### src/rtl/ifetch_pkg.sv
// Shared types for the instruction fetch stage: FSM states and fetch-queue entry layout.
// Latency: n/a (types and constants only).
// Backpressure: n/a.
package ifetch_pkg;

    localparam int INST_WIDTH  = 32;
    // Queue entries carry the widest supported PC; narrower ADDR_WIDTH values are zero-extended.
    localparam int FQ_PC_WIDTH = 64;

    typedef enum logic [1:0] {
        IDLE    = 2'd0,
        REQ     = 2'd1,
        DISCARD = 2'd2
    } fetch_state_t;

    typedef struct packed {
        logic [FQ_PC_WIDTH-1:0] pc;
        logic [INST_WIDTH-1:0]  inst;
    } fq_entry_t;

endpackage

### src/rtl/ifetch_fetch_queue.sv
// Circular fetch queue: up to 2 pushes and 1 pop per cycle, synchronous flush, occupancy count.
// Latency: a pushed entry is visible at the head the cycle after the push edge.
// Backpressure: none internally; the producer reserves space before launching, and overflow is asserted.
// Ports: clk/rst (async active-high), flush, push0/din0, push1/din1 (push1 implies push0, lands after din0),
//        pop (ignored when empty), head (entry at read pointer), count (registered occupancy).
module fetch_queue
    import ifetch_pkg::*;
#(
    parameter int DEPTH = 8
) (
    input  logic                   clk,
    input  logic                   rst,
    input  logic                   flush,
    input  logic                   push0,
    input  fq_entry_t              din0,
    input  logic                   push1,
    input  fq_entry_t              din1,
    input  logic                   pop,
    output fq_entry_t              head,
    output logic [$clog2(DEPTH):0] count
);

    localparam int PW = $clog2(DEPTH);

    fq_entry_t       mem [DEPTH];
    logic [PW-1:0]   wr_ptr;
    logic [PW-1:0]   rd_ptr;
    logic            do_pop;
    logic [PW:0]     n_push;
    logic [PW+1:0]   level_next;

    assign do_pop     = pop && (count != '0);
    assign n_push     = (PW+1)'(push0) + (PW+1)'(push1);
    assign level_next = (PW+2)'(count) + (PW+2)'(n_push) - (PW+2)'(do_pop);
    assign head       = mem[rd_ptr];

    // Storage needs no reset: entries are only observed when count says they are valid.
    always_ff @(posedge clk) begin
        if (push0) begin
            mem[wr_ptr] <= din0;
        end
        if (push1) begin
            mem[wr_ptr + PW'(1)] <= din1;
        end
    end

    // Pointers wrap naturally because DEPTH is a power of two.
    always_ff @(posedge clk or posedge rst) begin
        if (rst) begin
            wr_ptr <= '0;
            rd_ptr <= '0;
            count  <= '0;
        end else if (flush) begin
            wr_ptr <= '0;
            rd_ptr <= '0;
            count  <= '0;
        end else begin
            wr_ptr <= wr_ptr + n_push[PW-1:0];
            if (do_pop) begin
                rd_ptr <= rd_ptr + PW'(1);
            end
            count <= count + n_push - (PW+1)'(do_pop);
        end
    end

    always @(posedge clk) begin
        if (!rst && !flush) begin
            assert (level_next <= (PW+2)'(DEPTH));
        end
    end

endmodule

### src/rtl/ifetch_unit.sv
// Instruction fetch: 8-byte aligned I-cache requests, split into two instructions, queued for decode.
// Latency: instructions appear on inst_valid the cycle after an I-cache completion; one fetch per cycle on hits.
// Backpressure: a fetch launches only with 2 free queue slots (registered count); decode stalls via inst_ready.
// Ports: clk, rst (async active-high), fetch_en, redirect_valid/redirect_pc,
//        ic_addr/ic_req/ic_ready/ic_hit/ic_rdata (I-cache CPU port),
//        inst_valid/inst_ready/inst_data/inst_pc (decode handshake), perf_fetches/perf_redirects (saturating).
module ifetch_unit
    import ifetch_pkg::*;
#(
    parameter int                    ADDR_WIDTH = 64,
    parameter int                    DATA_WIDTH = 64,
    parameter int                    FQ_DEPTH   = 8,
    parameter logic [ADDR_WIDTH-1:0] RESET_PC   = ADDR_WIDTH'(64'h0000_0000_8000_0000)
) (
    input  logic                  clk,
    input  logic                  rst,
    input  logic                  fetch_en,
    input  logic                  redirect_valid,
    input  logic [ADDR_WIDTH-1:0] redirect_pc,
    output logic [ADDR_WIDTH-1:0] ic_addr,
    output logic                  ic_req,
    input  logic                  ic_ready,
    input  logic                  ic_hit,
    input  logic [DATA_WIDTH-1:0] ic_rdata,
    output logic                  inst_valid,
    input  logic                  inst_ready,
    output logic [31:0]           inst_data,
    output logic [ADDR_WIDTH-1:0] inst_pc,
    output logic [31:0]           perf_fetches,
    output logic [31:0]           perf_redirects
);

    localparam int CW = $clog2(FQ_DEPTH) + 1;

    fetch_state_t          state, state_next;
    logic [ADDR_WIDTH-1:0] pc, pc_next, pc_aligned;
    logic [ADDR_WIDTH-1:0] disc_addr;
    logic [CW-1:0]         count;
    logic [CW:0]           n_push, level_after;
    logic                  completion, fetch_done;
    logic                  push0, push1, pop;
    fq_entry_t             din0, din1, head;
    logic [INST_WIDTH-1:0] word0, word1;

    assign pc_aligned = {pc[ADDR_WIDTH-1:3], 3'b000};
    assign ic_req     = (state != IDLE);
    // While discarding, pc already holds the redirect target; the cache must still see the old address.
    assign ic_addr    = (state == DISCARD) ? disc_addr : pc_aligned;
    assign completion = ic_req && ic_ready && ic_hit;

    // Only a live (non-discarded, non-redirected) completion pushes.
    assign fetch_done = completion && (state == REQ) && !redirect_valid;
    assign word0      = ic_rdata[INST_WIDTH-1:0];
    assign word1      = ic_rdata[2*INST_WIDTH-1:INST_WIDTH];
    // A fetch entered at the upper word yields a single instruction, routed through slot 0.
    assign push0      = fetch_done;
    assign push1      = fetch_done && !pc[2];
    assign din0       = '{pc: FQ_PC_WIDTH'(pc), inst: (pc[2] ? word1 : word0)};
    assign din1       = '{pc: FQ_PC_WIDTH'(pc_aligned + ADDR_WIDTH'(4)), inst: word1};

    assign inst_valid = (count != '0);
    assign pop        = inst_ready && inst_valid;
    assign inst_data  = inst_valid ? head.inst : '0;
    assign inst_pc    = inst_valid ? head.pc[ADDR_WIDTH-1:0] : '0;

    // Occupancy once this cycle's push and pop have landed; decides back-to-back issue.
    assign n_push      = (CW+1)'(push0) + (CW+1)'(push1);
    assign level_after = (CW+1)'(count) + n_push - (CW+1)'(pop);

    always_comb begin
        state_next = state;
        pc_next    = pc;
        unique case (state)
            IDLE: begin
                if (!redirect_valid && fetch_en && count <= CW'(FQ_DEPTH - 2)) begin
                    state_next = REQ;
                end
            end
            REQ: begin
                if (redirect_valid) begin
                    state_next = completion ? IDLE : DISCARD;
                end else if (completion) begin
                    pc_next    = pc_aligned + ADDR_WIDTH'(8);
                    state_next = (fetch_en && level_after <= (CW+1)'(FQ_DEPTH - 2)) ? REQ : IDLE;
                end
            end
            DISCARD: begin
                if (completion) begin
                    state_next = IDLE;
                end
            end
            default: state_next = IDLE;
        endcase
        if (redirect_valid) begin
            pc_next = redirect_pc & ~ADDR_WIDTH'(3);
        end
    end

    always_ff @(posedge clk or posedge rst) begin
        if (rst) begin
            state          <= IDLE;
            pc             <= RESET_PC;
            disc_addr      <= '0;
            perf_fetches   <= '0;
            perf_redirects <= '0;
        end else begin
            state <= state_next;
            pc    <= pc_next;
            if (state == REQ && redirect_valid && !completion) begin
                disc_addr <= pc_aligned;
            end
            if (fetch_done && perf_fetches != 32'hFFFF_FFFF) begin
                perf_fetches <= perf_fetches + 32'd1;
            end
            if (redirect_valid && perf_redirects != 32'hFFFF_FFFF) begin
                perf_redirects <= perf_redirects + 32'd1;
            end
        end
    end

    fetch_queue #(
        .DEPTH (FQ_DEPTH)
    ) u_fq (
        .clk   (clk),
        .rst   (rst),
        .flush (redirect_valid),
        .push0 (push0),
        .din0  (din0),
        .push1 (push1),
        .din1  (din1),
        .pop   (pop),
        .head  (head),
        .count (count)
    );

endmodule
### config.mk
export PLATFORM = sky130hd
export DESIGN_NAME = ifetch_unit
export DESIGN_NICKNAME = d
export VERILOG_FILES = /design/src/rtl/ifetch_pkg.sv /design/src/rtl/ifetch_fetch_queue.sv /design/src/rtl/ifetch_unit.sv
export SDC_FILE = /design/constraint.sdc
export NUM_CORES = 2
export LEC_CHECK = 0
export CORE_MARGIN = 2
export CORE_UTILIZATION = 55
export DETAILED_ROUTE_END_ITERATION = 16
export DONT_BUFFER_PORTS = 1
export PLACE_DENSITY_LB_ADDON = 0.12
export REMOVE_ABC_BUFFERS = 1
export SLEW_MARGIN = 20
export SYNTH_ARGS = -nofsm -noshare
export SYNTH_HDL_FRONTEND = slang
export SYNTH_SLANG_ARGS = --single-unit
### constraint.sdc
create_clock -name clk -period 10.64 [get_ports clk]
set_input_delay 1.064 -clock clk [delete_from_list [all_inputs] [get_ports clk]]
set_output_delay 1.064 -clock clk [all_outputs]
set_load 0.03 [all_outputs]
; After elaboration in Yosys (flattened, before gate mapping)
; Memory sizes are Yosys's and may differ from the RTL's.
; Cells that the tools add are included.
[classes]
eq_ne = 7
add_sub_neg = 13
magnitude_cmp = 2
n_reduce_logical = 25
n_mux = 22
[op_table]
columns = cell, n
row1 = $mux W64, 5
row2 = $add A32 B1 Y32 const B, 2
row3 = $add A64 B3 Y64 const B, 1
row4 = $add A64 B4 Y64 const B, 1
row5 = $mux W32, 2
row6 = $ne A32 B32 Y1 const B, 2
row7 = $logic_and A1 B1 Y1, 14
row8 = $mux W2, 5
row9 = $mux W3, 3
row10 = $reduce_bool A2 Y1, 4
row11 = $add A3 B1 Y3 const B, 2
row12 = $pmux W2 S3, 1
row13 = $add A4 B2 Y5, 1
row14 = $le A5 B3 Y1 const B, 1
row15 = $mux W1, 5
row16 = $sub A5 B1 Y5, 1
row17 = $add A1 B1 Y2, 2
row18 = $add A4 B4 Y4, 1
row19 = $le A4 B3 Y1 const B, 1
row20 = $mux W4, 1
row21 = $ne A2 B2 Y1 const B, 2
row22 = $reduce_bool A4 Y1, 1
row23 = $sub A4 B1 Y4, 1
row24 = $add A3 B3 Y3, 1
row25 = other kinds (7), 9
[totals]
memories = 1
regBits = 201
input_bits = 135
mem_bits_rw = 768
wordCells = 78
[mem_list]
columns = memory, depth, width, rd, rd_ports_with_merged_regs, wr, line
row1 = u_fq.mem, 8, 96, 1, 0, 2, ifetch_fetch_queue.sv:25  ; fq_entry_t mem [DEPTH];

; Depth between registers and ports, before layout
[depth]
depth_word = 15
depth_mapped = 13
ltp_nobuf = 13

; Cells and area by module
; From an unflattened synthesis, not the netlist that was laid out.
[hier_totals]
cells_unflattened = 3177
area_unflattened_um2 = 49717.7
[by_module_without_submodules]
columns = mod, seq_area_each_um2, cells_per_inst, instances, area_each_um2
row1 = fetch_queue, 23312.4, 2049, 1, 38553.2
row2 = ifetch_unit, 4730.8, 1128, 1, 11164.5

; Least setup slack after synthesis
; Ideal clock, no wire load.
[synth_path]
kind = input port to flip-flop
startpoint = in redirect_valid
endpoint = mem u_fq.mem[6][0] (netlist name), enable pin
path_stages = 5
arrival_time_ps = 4766
slack_ps = 5383
setup_time_ps = 491
required_time_ps = 10149
cell_sequence = clkbuf_1 -> nor3_2 -> nand3_1 -> o21ai_1 -> clkbuf_1
[synth_rtl]
columns = item, line
row1 = from (decl), ifetch_unit.sv:18  ; input logic redirect_valid,
row2 = to (decl), ifetch_fetch_queue.sv:25

; Worst setup path after layout
[layout_path]
startpoint = reg u_fq.rd_ptr[0]
endpoint = out inst_pc[63]
[layout_between]
elab_chain_len = 2
[layout_rtl]
columns = item, line
row1 = from (decl), ifetch_fetch_queue.sv:27  ; logic [PW-1:0] rd_ptr;
row2 = from (signal assigned), ifetch_fetch_queue.sv:60  ; rd_ptr <= rd_ptr + PW'(1);
row3 = $mem_v2 Z8 W96, -
row4 = $mux W64, ifetch_unit.sv:64  ; assign inst_pc = inst_valid ? head.pc[ADDR_WIDTH-1:0] : '0;
row5 = to (decl), ifetch_unit.sv:28  ; output logic [ADDR_WIDTH-1:0] inst_pc,
; No other way between the ends.

==> metrics.txt <==
Final ANT Viol Nets 0; most frequent cells in the layout 744 x edfxtp_1, 472 x and2_1, 357 x nand2_1; via count of the first global-routing pass 29.2k; total negative slack 0 ns; Layout fillers 6342; Post-CTS Resized 0; Warnings, synthesis 0; HP Class in2async; max-slew violations 0; Final Hold Viols 0; cell count after synthesis 3473; syn avg cell area 13.1 um^2; Post-Syn Area 45500 um^2; Num Clock Sinks 951; fmax 199 MHz; Post-Place Worst Slack 5.38 ns; sequential area share after synthesis 60.3%; max-capacitance violation count 0; port buffer count 0; standard cell core area 82000 um^2; total number of vias 28.2k; mux contribution to synthesized area 15.1%; DIE WIDTH 292 um; htree depth 3; io pins 361; Power Density 203 nW/um^2; nets 3485; gpl congestion 0.863; clock tree buffer depth 3; # rows 105; Reg clk slew, reported paths 0.06 ns; fin crit share 47.2%; largest family of logic cells by synthesized area multiplexers; Post-synth EDFFs 744; Slew @ Worst Pin 1.12 ns; Worst Setup Start Kind flip-flop; first-pass GRT wire length 178000 um; Synth Area in Compound Gates 4.55%; Synth async-reset ratio 20.9%; Yosys cell types 74; Starting Density 55.6%; Max rail drop VDD 0.000160 V; WL per Instance 26.4 um; final setup vio count 0; die area 85100 um^2; Top FF cell, synth edfxtp_1; Num CTS Buffers 100; crit end category primary output; unrepaired setup endpoints after global routing false; worst path arrival time 3.96 ns; wirelength, routed 119000 um; 1st-iter DRT viols 2438; Hold-fix buffers, CTS 0; initial antenna violation count 10; status finished clean; Synth Register Bits 951; Critical Path Fanout Max 46; remaining global-route overflow 0; CTS tree yes; leakage 0.0177 uW; simple-gate portion of the synthesized area 14.5%; Max-slew headroom 24.5%; drc violations 0; commonest non-fill, non-tap cell in the layout edfxtp_1; Critical Path RT 9.58 ns; CTS root buffer clkbuf_16; layout cell share with drive strength beyond 1 16.4%; post-CTS setup buffers 0; synth-to-layout area growth 8.89%; XOR/XNOR share of the synthesized area 2.02%; Total GRT Usage 27.9%; Final WS setup 5.62 ns; largest net degree at the start of global routing 128; die height 292 um; Post-Synth Adder-Cell Area 0.615%; Period minus WS final 5.02 ns; Crit Path Class reg2out; clk_skew 0.0294 ns; Vias per Instance 6.28; later-pin clock latency in the skew report 0.67 ns; DP HPWL 68800 um; first-pass iteration count of the detailed router 6
## critical path: stages (launching register included)
cell and delay [ns]:
dfrtp_4 0.93, buf_4 0.88, mux4_2 0.62, mux2i_1 0.47, nor2_1 0.29
## synthesized netlist by cell type (all sizes together), types with 3 or more instances
master   number  share of area (%)
nand3        61               0.69
xor2         43               0.83
clkbuf      238                2.0
nor3         21               0.30
nor2b        13               0.18
xnor2        62                1.2
mux2        119                2.9
and2        472                6.5
nand4b        3              0.071
nor2        170                1.4
inv          31               0.26
nand2b        3              0.041
mux2i       128                2.8
nand2       361                3.0
buf          66               0.73
ha           16               0.44
or4           8               0.14
mux4        188                9.3
dfxtp         8               0.35
nand3b        3              0.058
and3         28               0.38
a31oi        17               0.23
and4         10               0.19
a21oi        13               0.17
nor4         16               0.43
fa            4               0.18
edfxtp      744                 49
or3          13               0.18
nand4        56               0.78
o21ai       318                3.5
o31ai         4              0.066
o211ai        3              0.049
dfrtp       198                 11
a2bb2oi       6               0.12
## cell families (layout without fill, tap and decap cells)
| group | Yosys count | count (layout) |
|---|---|---|
| AND/OR/NAND/NOR | 1245 | 1245 |
| flip-flops | 951 | 951 |
| multiplexers | 435 | 435 |
| AO/OA/AOI/OAI | 381 | 381 |
| buffers and inverters | 335 | 272 |
| XOR/XNOR | 105 | 105 |
| adder cells (fa/ha/maj) | 20 | 20 |
| other | 1 | 11 |
## through the flow
stage / util, % / hold slack (ns) / power (uW) / instances / area [um^2]
after detailed placement: 56.4 / 0.475 / 6670 / 4296 / 46300
after global placement: 56.4 / 0.445 / 6620 / 4296 / 46300
after floorplan: - / 0.431 / 6240 / 3173 / 44300
after global routing: 60.5 / 0.428 / 10400 / 4487 / 49600
after CTS: 60.4 / 0.383 / 10100 / 4482 / 49500
final: 60.5 / 0.386 / 10100 / 4490 / 49600
## where the power goes
part / internal [uW] / total [uW] / switching, uW / leakage (uW)
Clock: 2040 / 3480 / 1440 / 0.00159
Sequential: 4150 / 4430 / 278 / 0.0102
Combinational: 758 / 2160 / 1400 / 0.00591
Total: 6950 / 10100 / 3120 / 0.0177
## sequential cells by signal, summed over array words and instances (netlist names)
register / flops
u_fq.rd_ptr: 3
u_fq.wr_ptr: 3
u_fq.count: 4
disc_addr: 61
perf_fetches: 32
pc: 62
u_fq.mem: 752
state: 2
perf_redirects: 32
## metal layers
layer  GRT usage, %  routed length, um  up-vias
met4           10.9               4260       12
li1               -                  -    12300
met1           35.7              45000    14400
met2           47.3              59400     1187
met5              0                 77        -
met3           5.24               9830      248
## cell type report
cell class              instances  area (um^2)  area share [%]
diodes                          6         15.0          0.0303
well taps                    1070         1340            2.70
repair buffers                 55          482           0.971
flip-flops and latches        951        27500            55.4
inverters                      31          144           0.290
clock inverters                41          460           0.928
clock buffers                 145         2790            5.63
multi-input cells            2191        16900            34.0
## final timing paths
kind	end	slack, ns	cells after the start	start
worst max-delay path	inst_pc[63]	5.62	4	u_fq.rd_ptr[0]
worst min-delay path	perf_fetches[27]	0.39	1	rst
worst max register to register	u_fq.mem[1][38]	5.82	7	state[0]
worst min register to register	u_fq.mem[6][34]	0.49	1	u_fq.mem[6][34]
max in group asynchronous	disc_addr[39]	8.33	3	rst
min in group clk	u_fq.mem[6][34]	0.49	1	u_fq.mem[6][34]
Power figures use the tool's default switching activity.
